## src/rtl/ysyx_22040931_wb_stage_pkg.sv

```systemverilog
// Shared encodings for the ysyx_22040931 writeback stage:
// result select and load format codes.
package ysyx_22040931_wb_stage_pkg;

   typedef enum logic [1:0] {
      WB_SEL_ALU  = 2'd0,
      WB_SEL_LOAD = 2'd1,
      WB_SEL_PC4  = 2'd2,
      WB_SEL_CSR  = 2'd3
   } wb_sel_e;

   typedef enum logic [2:0] {
      LD_FMT_LB   = 3'd0,
      LD_FMT_LH   = 3'd1,
      LD_FMT_LW   = 3'd2,
      LD_FMT_LD   = 3'd3,
      LD_FMT_LBU  = 3'd4,
      LD_FMT_LHU  = 3'd5,
      LD_FMT_LWU  = 3'd6,
      LD_FMT_RSVD = 3'd7
   } ld_fmt_e;

   localparam int PC_INC = 4;

endpackage

```

## src/rtl/ysyx_22040931_wb_stage_load_ext.sv

```systemverilog
// Load lane extraction and sign/zero extension.
// Misaligned offsets are truncated down to the access size.
module ysyx_22040931_load_ext
   import ysyx_22040931_wb_stage_pkg::*;
#(
   parameter int XLEN = 64
) (
   input  logic [XLEN-1:0] rdata,
   input  logic [2:0]      off,
   input  logic [2:0]      fmt,
   output logic [XLEN-1:0] data
);

   logic [2:0]  eoff;
   logic [5:0]  b_sh;
   logic [5:0]  h_sh;
   logic [5:0]  w_sh;
   logic [7:0]  b;
   logic [15:0] h;
   logic [31:0] w;

   always_comb begin
      // A 32-bit datapath has only four byte lanes.
      eoff = (XLEN == 64) ? off : {1'b0, off[1:0]};
      b_sh = {eoff, 3'b000};
      h_sh = {eoff[2:1], 4'b0000};
      w_sh = {eoff[2], 5'b00000};
      b    = 8'(rdata >> b_sh);
      h    = 16'(rdata >> h_sh);
      w    = 32'(rdata >> w_sh);
      data = rdata;
      unique case (ld_fmt_e'(fmt))
         LD_FMT_LB:   data = XLEN'($signed(b));
         LD_FMT_LH:   data = XLEN'($signed(h));
         LD_FMT_LW:   data = XLEN'($signed(w));
         LD_FMT_LBU:  data = XLEN'(b);
         LD_FMT_LHU:  data = XLEN'(h);
         LD_FMT_LWU:  data = XLEN'(w);
         LD_FMT_LD,
         LD_FMT_RSVD: data = (XLEN == 64) ? rdata : XLEN'(w);
      endcase
   end

endmodule

```

## src/rtl/ysyx_22040931_wb_stage.sv

```systemverilog
// Writeback stage: one-entry valid/ready register, result select,
// retire port with instret counter and a forwarding port.
module ysyx_22040931_wb_stage
   import ysyx_22040931_wb_stage_pkg::*;
#(
   parameter int XLEN = 64,
   parameter int PC_W = 64,
   parameter int RA_W = 5
) (
   input  logic            clk,
   input  logic            rst_n,
   input  logic            in_valid,
   output logic            in_ready,
   input  logic [PC_W-1:0] in_pc,
   input  logic [RA_W-1:0] in_rd,
   input  logic            in_rd_we,
   input  logic [1:0]      in_sel,
   input  logic [XLEN-1:0] in_alu,
   input  logic [XLEN-1:0] in_csr,
   input  logic [XLEN-1:0] in_mem_rdata,
   input  logic [2:0]      in_mem_off,
   input  logic [2:0]      in_mem_fmt,
   input  logic            commit_ready,
   output logic            rf_we,
   output logic [RA_W-1:0] rf_waddr,
   output logic [XLEN-1:0] rf_wdata,
   output logic            commit_valid,
   output logic [PC_W-1:0] commit_pc,
   output logic            fwd_valid,
   output logic [RA_W-1:0] fwd_addr,
   output logic [XLEN-1:0] fwd_data,
   output logic [63:0]     instret
);

   logic            valid_q,   valid_d;
   logic [PC_W-1:0] pc_q,      pc_d;
   logic [RA_W-1:0] rd_q,      rd_d;
   logic            rd_we_q,   rd_we_d;
   logic [1:0]      sel_q,     sel_d;
   logic [XLEN-1:0] alu_q,     alu_d;
   logic [XLEN-1:0] csr_q,     csr_d;
   logic [XLEN-1:0] rdata_q,   rdata_d;
   logic [2:0]      off_q,     off_d;
   logic [2:0]      fmt_q,     fmt_d;
   logic [63:0]     instret_q, instret_d;

   logic            accept;
   logic            retire;
   logic            wr_rd;
   logic [PC_W-1:0] pc4;
   logic [XLEN-1:0] ld_data;
   logic [XLEN-1:0] result;

   ysyx_22040931_load_ext #(
      .XLEN (XLEN)
   ) u_load_ext (
      .rdata (rdata_q),
      .off   (off_q),
      .fmt   (fmt_q),
      .data  (ld_data)
   );

   always_comb begin
      in_ready  = !valid_q || commit_ready;
      accept    = in_valid && in_ready;
      retire    = valid_q && commit_ready;
      valid_d   = valid_q;
      pc_d      = pc_q;
      rd_d      = rd_q;
      rd_we_d   = rd_we_q;
      sel_d     = sel_q;
      alu_d     = alu_q;
      csr_d     = csr_q;
      rdata_d   = rdata_q;
      off_d     = off_q;
      fmt_d     = fmt_q;
      instret_d = retire ? instret_q + 64'd1 : instret_q;
      // A retire in the same cycle as an accept keeps the entry valid.
      if (accept) begin
         valid_d = 1'b1;
         pc_d    = in_pc;
         rd_d    = in_rd;
         rd_we_d = in_rd_we;
         sel_d   = in_sel;
         alu_d   = in_alu;
         csr_d   = in_csr;
         rdata_d = in_mem_rdata;
         off_d   = in_mem_off;
         fmt_d   = in_mem_fmt;
      end else if (retire) begin
         valid_d = 1'b0;
      end
   end

   always_comb begin
      pc4    = pc_q + PC_W'(PC_INC);
      result = alu_q;
      unique case (wb_sel_e'(sel_q))
         WB_SEL_ALU:  result = alu_q;
         WB_SEL_LOAD: result = ld_data;
         WB_SEL_PC4:  result = XLEN'(pc4);
         WB_SEL_CSR:  result = csr_q;
      endcase
      wr_rd        = rd_we_q && (rd_q != '0);
      rf_we        = retire && wr_rd;
      rf_waddr     = rd_q;
      rf_wdata     = result;
      commit_valid = retire;
      commit_pc    = pc_q;
      fwd_valid    = valid_q && wr_rd;
      fwd_addr     = rd_q;
      fwd_data     = result;
      instret      = instret_q;
   end

   always_ff @(posedge clk or negedge rst_n) begin
      if (!rst_n) begin
         valid_q   <= 1'b0;
         pc_q      <= '0;
         rd_q      <= '0;
         rd_we_q   <= 1'b0;
         sel_q     <= '0;
         alu_q     <= '0;
         csr_q     <= '0;
         rdata_q   <= '0;
         off_q     <= '0;
         fmt_q     <= '0;
         instret_q <= '0;
      end else begin
         valid_q   <= valid_d;
         pc_q      <= pc_d;
         rd_q      <= rd_d;
         rd_we_q   <= rd_we_d;
         sel_q     <= sel_d;
         alu_q     <= alu_d;
         csr_q     <= csr_d;
         rdata_q   <= rdata_d;
         off_q     <= off_d;
         fmt_q     <= fmt_d;
         instret_q <= instret_d;
      end
   end

endmodule

```

## config.mk

```make
export PLATFORM = sky130hd
export DESIGN_NAME = ysyx_22040931_wb_stage
export DESIGN_NICKNAME = d
export VERILOG_FILES = /design/src/rtl/ysyx_22040931_wb_stage_pkg.sv /design/src/rtl/ysyx_22040931_wb_stage_load_ext.sv /design/src/rtl/ysyx_22040931_wb_stage.sv
export SDC_FILE = /design/constraint.sdc
export NUM_CORES = 1
export LEC_CHECK = 0
export ABC_AREA = 1
export BUFFER_PORTS_ARGS = -buffer_cell sky130_fd_sc_hd__buf_2
export CORE_MARGIN = 5
export CORE_UTILIZATION = 25
export DETAILED_ROUTE_END_ITERATION = 6
export PLACE_DENSITY = 0.53
export SLEW_MARGIN = 20
export SYNTH_ARGS = -nofsm -noshare
export SYNTH_HDL_FRONTEND = slang
export SYNTH_SLANG_ARGS = --single-unit
```

## constraint.sdc

```tcl
create_clock -name clk -period 3.3 [get_ports clk]
set_clock_uncertainty 0.05 [all_clocks]
set_input_delay 0.33 -clock clk [delete_from_list [all_inputs] [get_ports clk]]
set_output_delay 0.33 -clock clk [all_outputs]
set_load 0.05 [all_outputs]
```

# Word level (Yosys, flattened, before mapping)
# Index checks and enable logic that the tools add are counted.
[op_classes]
addsub = 2
mul = 0
div_mod_pow = 0
magnitude_cmp = 0
eq_ne = 10
shift = 3
mux = 4
n_bitwise = 0
reduce_logical = 12
[ops]
columns = ["op", "n"]
rows = [
  ["one-hot mux 64 bit (7 select lines)", 1],
  ["one-hot mux 64 bit (4 select lines)", 1],
  ["adder 64 x 1 -> 64 bit (second input constant)", 1],
  ["adder 64 x 3 -> 64 bit (second input constant)", 1],
  [">> shifter 64 x 6 -> 16 bit", 1],
  [">> shifter 64 x 6 -> 32 bit", 1],
  [">> shifter 64 x 6 -> 8 bit", 1],
  ["equality test 3 bit (second input constant)", 4],
  ["equality test 3 x 2 -> 1 bit (second input constant)", 2],
  ["logical AND 1 bit", 5],
  ["nonzero test 5 bit", 1],
  ["equality test 2 bit (second input constant)", 2],
  ["equality test 3 x 1 -> 1 bit (second input constant)", 1],
  ["zero test 3 bit", 1],
  ["equality test 2 x 1 -> 1 bit (second input constant)", 1],
  ["zero test 2 bit", 1],
  ["2-to-1 mux 1 bit", 2],
  ["nonzero test 2 bit", 1],
  ["OR reduction 2 bit", 1],
  ["zero test 1 bit", 1],
  ["logical OR 1 bit", 1],
]
[totals]
regBits = 335
latch_bits = 0
ramBits = 0
romBits = 0
input_bits = 274
out_inout_bits = 270
elab_cells = 42
memories = 0

# Longest topological paths before layout
[logic_depth]
depth_word = 4
depth_mapped = 14
mapped_depth_nobuf = 12

# Modules after synthesis
# A second synthesis with hierarchy kept.
[unflattened]
hier_cells = 2494
area_unflattened_um2 = 20050.5
[by_module_without_submodules]
columns = ["module", "n_inst", "cells_per_inst", "area_each_um2", "seq_area_each_um2"]
rows = [
  ["ysyx_22040931_wb_stage", 1, 1974, 17792.1, 8383.0],
  ["ysyx_22040931_load_ext", 1, 520, 2258.4, 0.0],
]

# Worst setup path before layout
# Ideal clock, no wire load.
[synth_path]
path_type = "register -> output"
from = "register pc_q[2], in the netlist commit_pc[2]"
to = "output port rf_wdata[60]"
arrival_time_ns = 2.771
required_time_ns = 2.920
path_slack_ns = 0.149
stages_incl_launch_ff = 12
cell_sequence = "dfrtp_1 -> ha_1 -> nand2_1 -> nor2_4 -> nand2_1 -> inv_1 -> nand2_1 -> nor2_1 -> nand3_1 -> nand3_1 -> nand4_1 -> buf_4"
[synth_between]
elab_chain_cells = 2
[synth_lines]
columns = ["item", "line", "rtl"]
rows = [
  ["start, declared", "ysyx_22040931_wb_stage.sv:36", "logic [PC_W-1:0] pc_q, pc_d;"],
  ["start signal, assigned", "ysyx_22040931_wb_stage.sv:131", "pc_q <= pc_d;"],
  ["adder 64 x 3 -> 64 bit", "ysyx_22040931_wb_stage.sv:96", "pc4 = pc_q + PC_W'(PC_INC);"],
  ["one-hot mux 64 bit (4 select lines)", "ysyx_22040931_wb_stage.sv:98", "unique case (wb_sel_e'(sel_q))"],
  ["end, declared", "ysyx_22040931_wb_stage.sv:26", "output logic [XLEN-1:0] rf_wdata,"],
]
# No other way between the ends.

# Worst setup path in the final report
[layout_path]
from = "register pc_q[27], in the netlist commit_pc[27]"
to = "output port fwd_data[36]"
[layout_between]
elab_chain_cells = 2
[layout_lines]
columns = ["item", "line", "rtl"]
rows = [
  ["adder 64 x 3 -> 64 bit", "ysyx_22040931_wb_stage.sv:96", ""],
  ["one-hot mux 64 bit (4 select lines)", "ysyx_22040931_wb_stage.sv:98", ""],
  ["end, declared", "ysyx_22040931_wb_stage.sv:31", "output logic [XLEN-1:0] fwd_data,"],
]
# No other way between the ends.

==> summary.md <==
| Metric | Value |
|---|---|
| Outcome | `finished, final reports clean` |
| Die Height | `292 µm` |
| Worst vdd ir | `0.475 mV` |
| Router iterations before antenna repair | `6` |
| Core Box Area | `79000 µm²` |
| Worst r2r path cells | `8` |
| CP Capture Type | `output pin` |
| Mapped Cells | `2546` |
| Net count after synthesis | `2822` |
| Initial Utilization | `25.2%` |
| Delay of the slowest critical-path stage | `520 ps` |
| GPL Wtd Cong | `0.957` |
| Worst hold path class | `input port to flip-flop` |
| Vias | `21099` |
| Worst hold path cell count | `3` |
| GRT Residual Overflow | `0` |
| Synth top area cells | `dfrtp_1, nand2_1, mux2_2` |
| HPWL after DPL | `84.8 mm` |
| Critical-path cell list | `nand2_1, nor2_1, nand2_1, nor2_1, nand2_1, o21bai_1, nand3_2, nand4_1, clkbuf_4` |
| Synth area leader | `dfrtp_1` |
| Most used cell, CP | `nand2_1` |
| Clock Path Buffers | `3` |
| Crit path time final | `3260 ps` |
| Avg Inst Size Synth | `7.83 µm²` |
| Tightest Pin Transition | `733 ps` |
| Netlist cell types | `43` |
| Max-slew headroom | `51.2%` |
| Global-route track usage on met3 | `5.10%` |
| Crit share post-route | `98.8%` |
| Cell row count | `103` |
| Hold wc startpoint | `in_mem_rdata[21]` |
| Crit Path Max Fanout | `5` |
| M2 GR Usage | `41.6%` |
| CTS Buf Count | `43` |
| Cell family with most CP delay | `simple AND/OR/NAND/NOR gates` |
| Root Driver | `clkbuf_16` |
| Fin. Hold Viols | `0` |
| Initial antenna violation count | `17` |
| Worst endpoint required time | `2920 ps` |
| Maxcap violations | `0` |
| Worst setup SP type | `flip-flop` |
| Die width | `292 µm` |
| Slew Limit Fails | `0` |
| Most frequent cells in the layout | `nand2_1, buf_2, dfrtp_1, dlygate4sd3_1, nor2_1` |
| Post-Route WL | `105 mm` |
| Worst Path Arrival | `2880 ps` |
| Num ports | `544` |
| Reg2reg setup slack | `1060 ps` |
| Reg area | `8410 µm²` |
| Nets | `3595` |
| Layer with the highest usage | `met2` |
| First-pass GRT wire length | `150 mm` |
| PwrDens | `613 nW/µm²` |
| CP max-delay cell | `dfrtp_1` |
| Clk_lat worst skew | `580 ps` |
| Sequential area share after synthesis | `42.0%` |
| Vias/cell | `4.79` |
| Area of the multi-input gates | `9990 µm²` |
| H-tree Lvls | `2` |
| Number of port buffers | `543` |
| RSZ-0062 raised after global routing | `yes` |
| Die area | `85500 µm²` |
| Worst setup path class | `flip-flop to output pin` |
| CTS sink count | `335` |
| Largest net degree at the start of global routing | `95` |
| Synth top area share | `42.0%` |
| Layout cells sized above 1 | `30.8%` |
| Clock transition at the registers of the reported paths | `60 ps` |
| GRT met1 Usage | `29.0%` |
| Setup Total Neg Slack | `0 ps` |
| Area delta synth->final | `42.5%` |
| Vias in the first global route | `21411` |
| Synthesized area | `19900 µm²` |
| FILL cells | `8224` |
| Yosys warns | `0` |
| Setup violators final | `0` |
| WL/cell | `23.9 µm` |
| Drt drc | `0` |
| Hold Path Sink | `rdata_q[21]` |
| P_leak | `13.5 nW` |
| Power, Total | `0.0174 W` |
| Antenna Nets Post-Route | `0` |
| CTS tree | `done` |
| Drt first-iter violations | `1269` |
| Worst Path Buf+Inv | `1` |
| RR Endpoint | `instret[40]` |
| Yosys reg bits | `335` |
| Total track usage | `23.6%` |
| Crit Reg-Reg Startpoint | `valid_q` |
| Commonest non-fill, non-tap cell in the layout | `nand2_1` |
| Max Fclk | `0.307 GHz` |
## synth_stat cells
| cell type | n |
|---|---|
| a21o_1 | 1 |
| a21oi_1 | 127 |
| a22oi_1 | 12 |
| a32oi_1 | 1 |
| and3_1 | 1 |
| buf_1 | 5 |
| buf_2 | 39 |
| buf_4 | 80 |
| buf_6 | 8 |
| clkbuf_1 | 33 |
| clkinv_1 | 1 |
| dfrtp_1 | 335 |
| ha_1 | 2 |
| inv_1 | 192 |
| inv_2 | 19 |
| mux2_2 | 189 |
| nand2_1 | 728 |
| nand2_2 | 7 |
| nand2_4 | 3 |
| nand3_1 | 143 |
| nand3_2 | 3 |
| nand3b_1 | 7 |
| nand4_1 | 97 |
| nor2_1 | 286 |
| nor2_2 | 13 |
| nor2_4 | 11 |
| nor2_8 | 2 |
| nor2b_1 | 1 |
| nor3_1 | 29 |
| nor3_2 | 3 |
| nor3b_1 | 1 |
| nor4_1 | 3 |
| o2111ai_1 | 5 |
| o211ai_1 | 16 |
| o21ai_0 | 69 |
| o21ai_1 | 7 |
| o21ai_2 | 1 |
| o21bai_1 | 14 |
| o22ai_1 | 5 |
| or2_2 | 5 |
| xnor2_1 | 16 |
| xor2_1 | 25 |
| xor2_2 | 1 |
## worst max path at each step
stage,startpoint,end,slack (ps),depth (start not counted)
after CTS,commit_pc[3],fwd_data[62],-2,10
after detailed placement,commit_pc[6],fwd_data[61],280,9
final,commit_pc[27],fwd_data[36],40,9
after floorplan,commit_pc[2],rf_wdata[60],150,11
after global placement,commit_pc[6],fwd_data[61],250,9
after global routing,commit_pc[23],fwd_data[36],-50,9
## cells by family (layout without fill, tap and decap cells)
kind of cell | count (synthesis) | in the layout | share of synthesized area (%)
other cells | 0 | 7 | 0
xor+xnor | 42 | 42 | 1.88
flops | 335 | 335 | 42.0
mux | 189 | 189 | 10.7
buf+inv | 377 | 1183 | 9.15
compound gates | 258 | 258 | 7.18
fa+ha+maj | 2 | 2 | 0.125
simple gates | 1343 | 1343 | 29.0
## worst min-delay path, delay by kind of cell
family	cells	cell delay, ps
AO/OA/AOI/OAI	1	140
buffers and inverters	1	80
AND/OR/NAND/NOR	1	60
## metrics by stage
| stage | std cells | area, µm² | hold WS, ps | worst slack, ps | util (%) |
|---|---|---|---|---|---|
| floorplan | 2546 | 19900 | -15.6 | 149 | - |
| global placement | 4050 | 23800 | 322 | 254 | 30.1 |
| detailed placement | 4050 | 23800 | 346 | 281 | 30.1 |
| CTS | 4400 | 28200 | 1.05 | -2.05 | 35.7 |
| global route | 4403 | 28400 | 5.15 | -48.6 | 36.0 |
| finish | 4409 | 28400 | 33.8 | 38.9 | 36.0 |
## what timing repair did
action                                 4_1_cts  5_1_grt
endpoints found under the hold margin      325        0
resized for setup                           87       74
setup endpoints to repair                  105      111
cloned                                       1        0
pin swaps                                    6       11
hold buffers                               267        0
setup buffers                                4        2
## state kept, by name (all words and copies together), names as in the netlist
| name | count |
|---|---|
| alu_q | 64 |
| commit_pc | 64 |
| csr_q | 64 |
| fmt_q | 3 |
| fwd_addr | 5 |
| instret | 64 |
| off_q | 3 |
| rd_we_q | 1 |
| rdata_q | 64 |
| sel_q | 2 |
| valid_q | 1 |
## metal layers
metal | part of all wire [%] | up-vias
li1 | - | 9835
met1 | 40 | 10260
met2 | 49 | 834
met3 | 7.5 | 156
met4 | 3.3 | 14
met5 | 0.072 | -
## report_power, final
group	switching, W	total [W]	internal (W)
clock network	0.00201	0.00492	0.00290
logic	0.00514	0.00723	0.00209
registers	0.000619	0.00526	0.00465
## final cells by class
class	count	area share, %
tap	1050	4.62
clock buffer	61	4.31
inverter	212	2.82
timing repair buffer	893	22.7
multi-input combinational	1834	35.1
antenna	7	0.0616
sequential	335	29.6
clock inverter	17	0.744
(Power assumes the default switching activity.)
